==> src/rtl/serial_tx8.sv <==
// 8-bit LSB-first serial transmitter driving a downstream shift register:
// per-bit strobe (shEn), receiver mode select, and a done pulse at frame end.
module serial_tx8 #(
  parameter int unsigned CLKS_PER_BIT = 1
) (
  input  logic       clc,
  input  logic       R,
  input  logic [7:0] dIn,
  input  logic       start,
  output logic       ready,
  output logic       sOut,
  output logic       shEn,
  output logic [1:0] mode,
  output logic       busy,
  output logic       done
);

  typedef enum logic [1:0] {
    IDLE  = 2'd0,
    SHIFT = 2'd1,
    DONE  = 2'd2
  } state_t;

  localparam logic [7:0] DIV_LAST = 8'(CLKS_PER_BIT - 1);

  state_t     r_state, w_state_next;
  logic [7:0] r_sreg, w_sreg_next;
  logic [2:0] r_bitCnt, w_bitCnt_next;
  logic [7:0] r_divCnt, w_divCnt_next;
  logic       w_shEn;

  always_ff @(posedge clc or posedge R) begin
    if (R) begin
      r_state  <= IDLE;
      r_sreg   <= '0;
      r_bitCnt <= '0;
      r_divCnt <= '0;
    end else begin
      r_state  <= w_state_next;
      r_sreg   <= w_sreg_next;
      r_bitCnt <= w_bitCnt_next;
      r_divCnt <= w_divCnt_next;
    end
  end

  // The strobe marks the last divider cycle of each bit; the receiver shifts on that edge.
  assign w_shEn = (r_state == SHIFT) && (r_divCnt == DIV_LAST);

  always_comb begin
    w_state_next  = r_state;
    w_sreg_next   = r_sreg;
    w_bitCnt_next = r_bitCnt;
    w_divCnt_next = r_divCnt;
    case (r_state)
      IDLE: begin
        if (start) begin
          w_state_next  = SHIFT;
          w_sreg_next   = dIn;
          w_bitCnt_next = '0;
          w_divCnt_next = '0;
        end
      end
      SHIFT: begin
        if (w_shEn) begin
          w_divCnt_next = '0;
          w_sreg_next   = {1'b0, r_sreg[7:1]};
          w_bitCnt_next = r_bitCnt + 3'd1;
          if (r_bitCnt == 3'd7) w_state_next = DONE;
        end else begin
          w_divCnt_next = r_divCnt + 8'd1;
        end
      end
      DONE:    w_state_next = IDLE;
      default: w_state_next = IDLE;
    endcase
  end

  assign ready = (r_state == IDLE);
  assign busy  = (r_state == SHIFT) || (r_state == DONE);
  assign done  = (r_state == DONE);
  assign sOut  = (r_state == SHIFT) ? r_sreg[0] : 1'b0;
  assign shEn  = w_shEn;
  assign mode  = w_shEn ? 2'b11 : 2'b00;

endmodule

==> config.mk <==
export PLATFORM = sky130hd
export DESIGN_NAME = serial_tx8
export DESIGN_NICKNAME = d
export VERILOG_FILES = /design/src/rtl/serial_tx8.sv
export SDC_FILE = /design/constraint.sdc
export NUM_CORES = 1
export LEC_CHECK = 0
export CAP_MARGIN = 25
export CORE_MARGIN = 3
export CORE_UTILIZATION = 40
export CTS_BUF_LIST = sky130_fd_sc_hd__clkbuf_8
export DETAILED_ROUTE_END_ITERATION = 10
export PLACE_DENSITY = 0.69
export SETUP_SLACK_MARGIN = 0.3
export SLEW_MARGIN = 20
export SYNTH_ARGS = -nofsm -noshare
export SYNTH_HDL_FRONTEND = slang
export SYNTH_SLANG_ARGS = --single-unit
==> constraint.sdc <==
create_clock -name clc -period 2.3 [get_ports clc]
set_input_delay 0.345 -clock clc [delete_from_list [all_inputs] [get_ports clc]]
set_output_delay 0.345 -clock clc [all_outputs]
set_load 0.02 [all_outputs]
* Word level (Yosys, flattened, before mapping) *
Cells that the tools add are included.

storage, ports and cells
  register bits = 21
  output and inout port bits = 7
  word-level logic and storage cells = 35

cells by class
  add/subtract/negate cells = 2
  equality and inequality tests = 6
  multiplexer cells = 15
  reduce and logical (&&, ||, !) cells = 8

operators by type and width
  cell                   number
  $mux W8                4
  $pmux W8 S2            2
  $add A8 B1 Y8 const B  1
  $logic_not A8 Y1       1
  $mux W2                4
  $mux W3                2
  $ne A2 B2 Y1 const B   3
  $pmux W3 S2            1
  $reduce_and A3 Y1      2
  $pmux W2 S2            1
  $add A3 B1 Y3 const B  1
  $eq A3 B3 Y1 const B   1
  $eq A2 B1 Y1 const B   1
  $eq A2 B2 Y1 const B   1
  $logic_not A2 Y1       1
  $reduce_and A2 Y1      1
  $reduce_bool A2 Y1     1
  $logic_and A1 B1 Y1    1
  $logic_or A1 B1 Y1     1
  $mux W1                1

* Depth between registers and ports, before layout *
Gate-level depths: netlist of the first run.

  depth in word-level cells = 4
  gate-level depth with buffers = 8

* Worst setup path before layout of the first run *
Ideal clock, no wire load.

  path type = reg2out
  from = register r_divCnt[0]
  to = output port mode[0]
  data arrival time = 1605 ps
  required time = 1955 ps
  slack = 350 ps
  stages on the path, launching flop included = 7
  buffers on the path = 1
  cell sequence = dfrtp_1 -> inv_1 -> ha_1 -> nor4b_4 -> nand2_4 -> nor2_1 -> buf_4

on the way
  longest elaborated chain between the ends = 3

ends and longest elaborated chain
  item                    RTL line  source
  from (decl)             29        logic [7:0] r_divCnt, w_divCnt_next;
  from (signal assigned)  42        r_divCnt <= w_divCnt_next;
  $logic_not A8 Y1        47        assign w_shEn = (r_state == SHIFT) && (r_divCnt == DIV_LAST);
  $logic_and A1 B1 Y1     47
  named net shEn          12        output logic shEn,
  $mux W2                 83        assign mode = w_shEn ? 2'b11 : 2'b00;
  to (decl)               13        output logic [1:0] mode,

The timed path passes the listed nets, and every way through them passes these cells.

* Worst setup path in the final report of the first run *
  from = register r_state[0]
  to = register r_sreg[6]

on the way
  longest elaborated chain between the ends = 4
  elaborated cells on any way between the ends = 8
  classes of those cells = eq/ne: 3; mux: 1; reduce/logical: 4

ends and longest elaborated chain
  item                         RTL line  source
  from (decl)                  26        state_t r_state, w_state_next;
  from (signal assigned)       39        r_state <= w_state_next;
  $eq A2 B1 Y1                 47, 54
  $logic_and A1 B1 Y1          47
  $ne A2 B2 Y1 (no line)       -
  $reduce_and A3 Y1 (no line)  -
  to (signal assigned)         40        r_sreg <= w_sreg_next;
  to (decl)                    27        logic [7:0] r_sreg, w_sreg_next;

Several ways; a longest one is shown, not always the timed one.
A chain may end at the register's enable or synchronous reset.

==> results of run 1 <==
## logic make-up (layout without fill, tap and decap cells)
logic type      Yosys count  count (layout)  synth area share, %
compound gates           17              17                 9.47
xor+xnor                  5               5                 3.38
fa+ha+maj                 7               7                 6.76
buf+inv                  14              38                 5.51
flops                    21              21                 40.6
mux                      18              18                 17.1
simple gates             40              40                 17.2
## registers in the layout (all words and copies together) (netlist names)
name / cells
r_bitCnt: 3
r_divCnt: 8
r_sreg: 8
r_state: 2
## critical path: cells and delay by family, from the launching register on
kind	cells	cell delay (ns)
flip-flops	1	0.41
buffers and inverters	2	0.29
multiplexers	2	0.76
AO/OA/AOI/OAI	1	0.05
adder cells (fa/ha/maj)	1	0.31
## routing by layer
| layer | track usage (%) | wire [microns] |
|---|---|---|
| met5 | 0 | 0 |
| met4 | 8.82 | 63 |
| met3 | 3.78 | 146 |
| met2 | 23.3 | 1230 |
| met1 | 18.4 | 1200 |
## cell type report
| class | instances | area share [%] |
|---|---|---|
| multi-input combinational | 87 | 44.4 |
| sequential | 21 | 33.1 |
| timing repair buffer | 27 | 14.4 |
| tap | 44 | 3.47 |
| clock buffer | 3 | 2.60 |
| inverter | 7 | 1.66 |
| clock inverter | 1 | 0.316 |
## final timing paths
check / from / to / slack, ns / depth (start not counted)
max: r_state[0] / r_sreg[6] / 0.36 / 6
min: R / r_sreg[1] / 0.39 / 3
max reg2reg: r_state[0] / r_sreg[6] / 0.36 / 6
min reg2reg: r_sreg[7] / r_sreg[7] / 0.50 / 1
max in group asynchronous: R / r_bitCnt[2] / 1.68 / 3
min in group clc: r_sreg[7] / r_sreg[7] / 0.50 / 1
## stage by stage
stage / utilization [%] / total power, uW
finish: 51.5 / 1870
global route: 51.5 / 2020
CTS: 50.9 / 1850
detailed placement: 49.4 / 1620
global placement: 49.4 / 1580
floorplan: - / 1350
## placed cells by master, fill, tap and decap left out, types with 2 or more instances in the layout
cell              n
xor2_1            2
buf_4            11
mux2_4            5
inv_1             7
and2_1            3
nor2b_1           2
ha_1              6
nand3_1           8
mux2_2           10
nand4_1           3
clkdlybuf4s50_1  11
mux2i_1           2
nand2_1           4
dfrtp_1          21
clkbuf_8          3
nor3_1            3
o21ai_0           6
buf_2             2
xnor2_1           3
o211ai_1          3
a21oi_1           2
dlygate4sd2_1     3
nor2_1           11
## power by group through the flow
stage	clock network (uW)	logic [uW]	registers, uW
floorplan	0	807	547
global placement	0	1020	564
detailed placement	0	1050	573
CTS	262	1030	558
global route	274	1170	573
finish	250	1070	556
## what timing repair did
item,CTS,global route
gates resized for setup,16,2
pin swaps,0,1
setup endpoints to repair,13,10
buffers inserted,2,2
endpoints found under the hold margin,0,0
==> reports/results.ini, run 1 <==
[die]
dieWidth_microns = 62.9
rows = 20
initial_core_util_pct = 42.1
dieArea_sq_mm = 0.00396
ios = 18
die_h_microns = 62.9
coreArea_sq_mm = 0.00308

[sta]
slew_headroom_pct = 63.7
clock.fmax_ghz = 0.517
tns_ns = 0
fin_crit_ns = 1.94
setup_viol = 0
fin_ws_ns = 0.365
fin_crit_sh_pct = 84.1
skew_ns = 0.00666
drv_slew = 0
rsz0062_at_grt = false
tightest_slew_ns = 0.544
hold_violations = 0
hold_ws_ns = 0.393

[power_and_ir_drop]
combinationalPowerShare_pct = 57.0
p_per_area_mw_per_mm2 = 1180
peakVddDrop_mv = 0.534
p_int_uw = 1140
power_leakage_uw = 0.000727
swShare_pct = 39.3
clkPwrFrac_pct = 13.4
seqPwrFrac_pct = 29.7
power.switching_uw = 737

[flow_run]
maxCapViolations = 0

[global_route]
overflow = 0
antenna_found_initial = 0
grt_pass1_wl_microns = 4600
first_global_vias = 996
grt_usage_pct = 14.9
grt_start_max_net_pins = 22

[drt]
routedWlPerCell_microns = 13.9
via_per_inst = 5.14
drc = 0
dr.first_iter.drc_count = 78
routed_wl_microns = 2640
final_antenna_net_count = 0
vias = 977
dr.pass1.iters = 4

[logic_synthesis]
syn_inst = 122
yosys.cell_types.count = 34
synth_area_leaders = dfrtp_1 (41%), mux2_2 (8.7%), ha_1 (6.8%)
synth_top_cell_by_area = dfrtp_1
synthTopCellsByCount = dfrtp_1 (21), nor2_1 (12), mux2_2 (10)
synthesis.nets = 140
synth_most_common_cell = dfrtp_1
synth-edff-count = 0
synth.top_cell.area_share_pct = 40.6
syn_area_per_cell_sq_um = 10.6
ys.flop_type = dfrtp_1
netlist_area_sq_mm = 0.00129
ys_ff_latch = 21
async_flop_share_pct = 100
yosys_warnings = 0
ys_seq_area_share_pct = 40.6

[place]
io_buffers = 17
placed_area_sq_mm = 0.00152
dp_cells = 182
preCtsSetupSlack_ns = 0.123
gp_congestion = 0.811
dp_hpwl_microns = 1940

[hold_path]
worst_hold_path_type = in2async

[setup_path]
crit_path_top_delay_cell = mux2i_2
cp_data_required_time_ns = 2.45
worstPathMaxFanout = 10
crit_chain = inv_1, ha_2, mux2i_2, a21oi_4, buf_4, mux2_4
crit_path_start_kind = register
crit_type = reg2reg
cp.arrival_ns = 2.09
critPathMaxStageDelay_ns = 0.47
worstSetupEndpointType = register

[clock_tree]
clock-sinks = 21
cts_tree = built
cts_buffers = 3
clockBufferDepth = 2
root_buffer = clkbuf_8
insertion_delay_ns = 0.27
hold_buffers = 0
path_clk_slew_ns = 0.08
htreeDepth = 1

[status]
status = finished clean

[final_layout]
layout.nets = 165
final_cell_area_sq_mm = 0.00159
stdcell_count = 190
seqCellArea_sq_um = 526
syn_to_final_growth_pct = 22.4
diodes = 0
fillCellCount = 282
multi_input_area_sq_um = 703
layout-drive-gt1-share_pct = 26.0

(Power assumes the default switching activity.)
==> inputs of run 2 (changes only) <==
==> constraint.sdc (replaced) <==
create_clock -name clc -period 1.9 [get_ports clc]
set_input_delay 0.285 -clock clc [delete_from_list [all_inputs] [get_ports clc]]
set_output_delay 0.285 -clock clc [all_outputs]
set_load 0.02 [all_outputs]
==> reports/results.ini, run 2 (synthesized netlist as in run 1, its figures left out) <==
[setup_path]
cp.arrival_ns = 1.95  ; was 2.09 ns
crit_type = reg2reg  ; unchanged
crit_path_start_kind = register  ; unchanged
worstSetupEndpointType = register  ; unchanged
rrSetupSlack_ns = 0.10  ; was 0.36 ns
cp_data_required_time_ns = 2.05  ; was 2.45 ns
r2r_start = r_divCnt[1]  ; was r_state[0]
startpoint = r_divCnt[1]  ; was r_state[0]
worstPathMaxFanout = 7  ; was 10

[global_route]
overflow = 0  ; unchanged
first_global_vias = 1064  ; was 996
grt_pass1_wl_microns = 4730  ; was 4600 microns
antenna_found_initial = 0  ; unchanged
grt_start_max_net_pins = 22  ; unchanged
grt_usage_pct = 14.9  ; about the same

[drt]
routedWlPerCell_microns = 13.8  ; was 13.9 microns
via_per_inst = 5.01  ; was 5.14
dr.first_iter.drc_count = 28  ; was 78
drc = 0  ; unchanged
dr.pass1.iters = 4  ; unchanged
vias = 1022  ; was 977
routed_wl_microns = 2820  ; was 2640 microns
final_antenna_net_count = 0  ; unchanged

[sta]
fin_ws_ns = 0.105  ; was 0.365 ns
tns_ns = 0  ; unchanged
rsz0062_at_grt = true  ; was false
setup_viol = 0  ; unchanged
hold_violations = 0  ; unchanged
skew_ns = 0.00477  ; was 0.00666 ns
slew_headroom_pct = 80.5  ; was 63.7%
fin_crit_ns = 1.80  ; was 1.94 ns
hold_ws_ns = 0.352  ; was 0.393 ns
drv_slew = 0  ; unchanged
tightest_slew_ns = 0.291  ; was 0.544 ns
fin_crit_sh_pct = 94.5  ; was 84.1%
clock.fmax_ghz = 0.557  ; was 0.517 GHz

[flow_run]
maxCapViolations = 0  ; unchanged

[place]
placed_area_sq_mm = 0.00165  ; was 0.00152 sq mm
dp_hpwl_microns = 2050  ; was 1940 microns
gp_congestion = 0.829  ; was 0.811
preCtsSetupSlack_ns = -0.0340  ; was 0.123 ns
io_buffers = 17  ; unchanged

[clock_tree]
cts_buffers = 3  ; unchanged
clockBufferDepth = 2  ; unchanged
htreeDepth = 1  ; unchanged
clock-sinks = 21  ; unchanged
hold_buffers = 0  ; unchanged
root_buffer = clkbuf_8  ; unchanged
path_clk_slew_ns = 0.08  ; about the same
insertion_delay_ns = 0.26  ; was 0.27 ns
cts_tree = built  ; unchanged

[die]
coreArea_sq_mm = 0.00308  ; unchanged
dieWidth_microns = 62.9  ; unchanged
die_h_microns = 62.9  ; unchanged
dieArea_sq_mm = 0.00396  ; unchanged
ios = 18  ; unchanged
rows = 20  ; unchanged
initial_core_util_pct = 42.1  ; unchanged

[final_layout]
layout_common_cells = dfrtp_1 (21), buf_4 (19), clkdlybuf4s50_1 (10), mux2_4 (8), nand3_1 (8)  ; was dfrtp_1 (21), nor2_1 (11), clkdlybuf4s50_1 (11), buf_4 (11), mux2_2 (10)
fillCellCount = 249  ; was 282
layout.nets = 179  ; was 165
multi_input_area_sq_um = 848  ; was 703 sq um
layout-drive-gt1-share_pct = 48.1  ; was 26.0%
final_common_cell = dfrtp_1  ; unchanged
diodes = 0  ; unchanged
syn_to_final_growth_pct = 44.2  ; was 22.4%
seqCellArea_sq_um = 526  ; unchanged
final_cell_area_sq_mm = 0.00187  ; was 0.00159 sq mm
reg_top3 = r_divCnt: 8 flops, r_sreg: 8 flops, r_bitCnt: 3 flops  ; unchanged

[power_and_ir_drop]
clkPwrFrac_pct = 10.7  ; was 13.4%
combinationalPowerShare_pct = 64.4  ; was 57.0%
peakVddDrop_mv = 0.929  ; was 0.534 mV
seqPwrFrac_pct = 24.9  ; was 29.7%
power_uw = 2750  ; was 1870 uW
power.switching_uw = 1050  ; was 737 uW
swShare_pct = 38.3  ; was 39.3%
p_per_area_mw_per_mm2 = 1470  ; was 1180 mW/mm^2
power_leakage_uw = 0.000836  ; was 0.000727 uW
p_int_uw = 1700  ; was 1140 uW

[hold_path]
worst_hold_path_type = in2async  ; unchanged

[status]
status = finished clean  ; unchanged

## run 2: power groups by stage
| stage | clock, uW | sequential (uW) | combinational (uW) |
|---|---|---|---|
| 3_3_place_gp | 0 | 672 | 1440 |
| 2_1_floorplan | 0 | 666 | 1080 |
| 4_1_cts | 305 | 682 | 1620 |
| 5_1_grt | 330 | 702 | 1900 |
| 6_report | 295 | 685 | 1770 |
| 3_5_place_dp | 0 | 679 | 1460 |
## run 2: cell type report
cell class / instances / area share, %
inverters: 7 / 1.41
repair buffers: 41 / 19.6
clock buffers: 3 / 2.21
clock inverters: 1 / 0.268
well taps: 44 / 2.95
multi-input cells: 87 / 45.4
flip-flops and latches: 21 / 28.2
## run 2: repair_timing
action	CTS	global route
resized for setup	36	29
setup endpoints to repair	22	24
cloned	0	0
endpoints found under the hold margin	0	0
pin swaps	2	10
buffers inserted	3	4
## run 2: routing by layer
layer / track usage [%] / wire, microns / vias up
met5: 0 / 0 / -
met4: 4.13 / 23 / 0
met3: 2.16 / 121 / 3
met2: 28.6 / 1510 / 30
met1: 16.8 / 1170 / 485
li1: - / - / 504
## run 2: path summary, 6_finish.rpt
check	to	cells after the start
worst min register to register	r_sreg[7]	1
worst min-delay path	r_sreg[5]	3
min in group clc	r_sreg[7]	1
worst max register to register	r_sreg[2]	8
worst max-delay path	r_sreg[2]	8
max in group asynchronous	r_divCnt[0]	3
## run 2: stage by stage
| step | std cells | utilization [%] |
|---|---|---|
| 2_1_floorplan | 122 | - |
| 3_3_place_gp | 193 | 53.7 |
| 5_1_grt | 204 | 60.7 |
| 4_1_cts | 200 | 57.6 |
| 3_5_place_dp | 193 | 53.7 |
| 6_report | 204 | 60.7 |
## run 2: critical path, cell delays in order (launching register included)
cell and delay (ns):
dfrtp_1 0.39, inv_2 0.07, ha_4 0.12, nor4b_4 0.26, nand2_4 0.10, buf_6 0.13, a21oi_4 0.17, buf_12 0.15
mux2_4 0.30
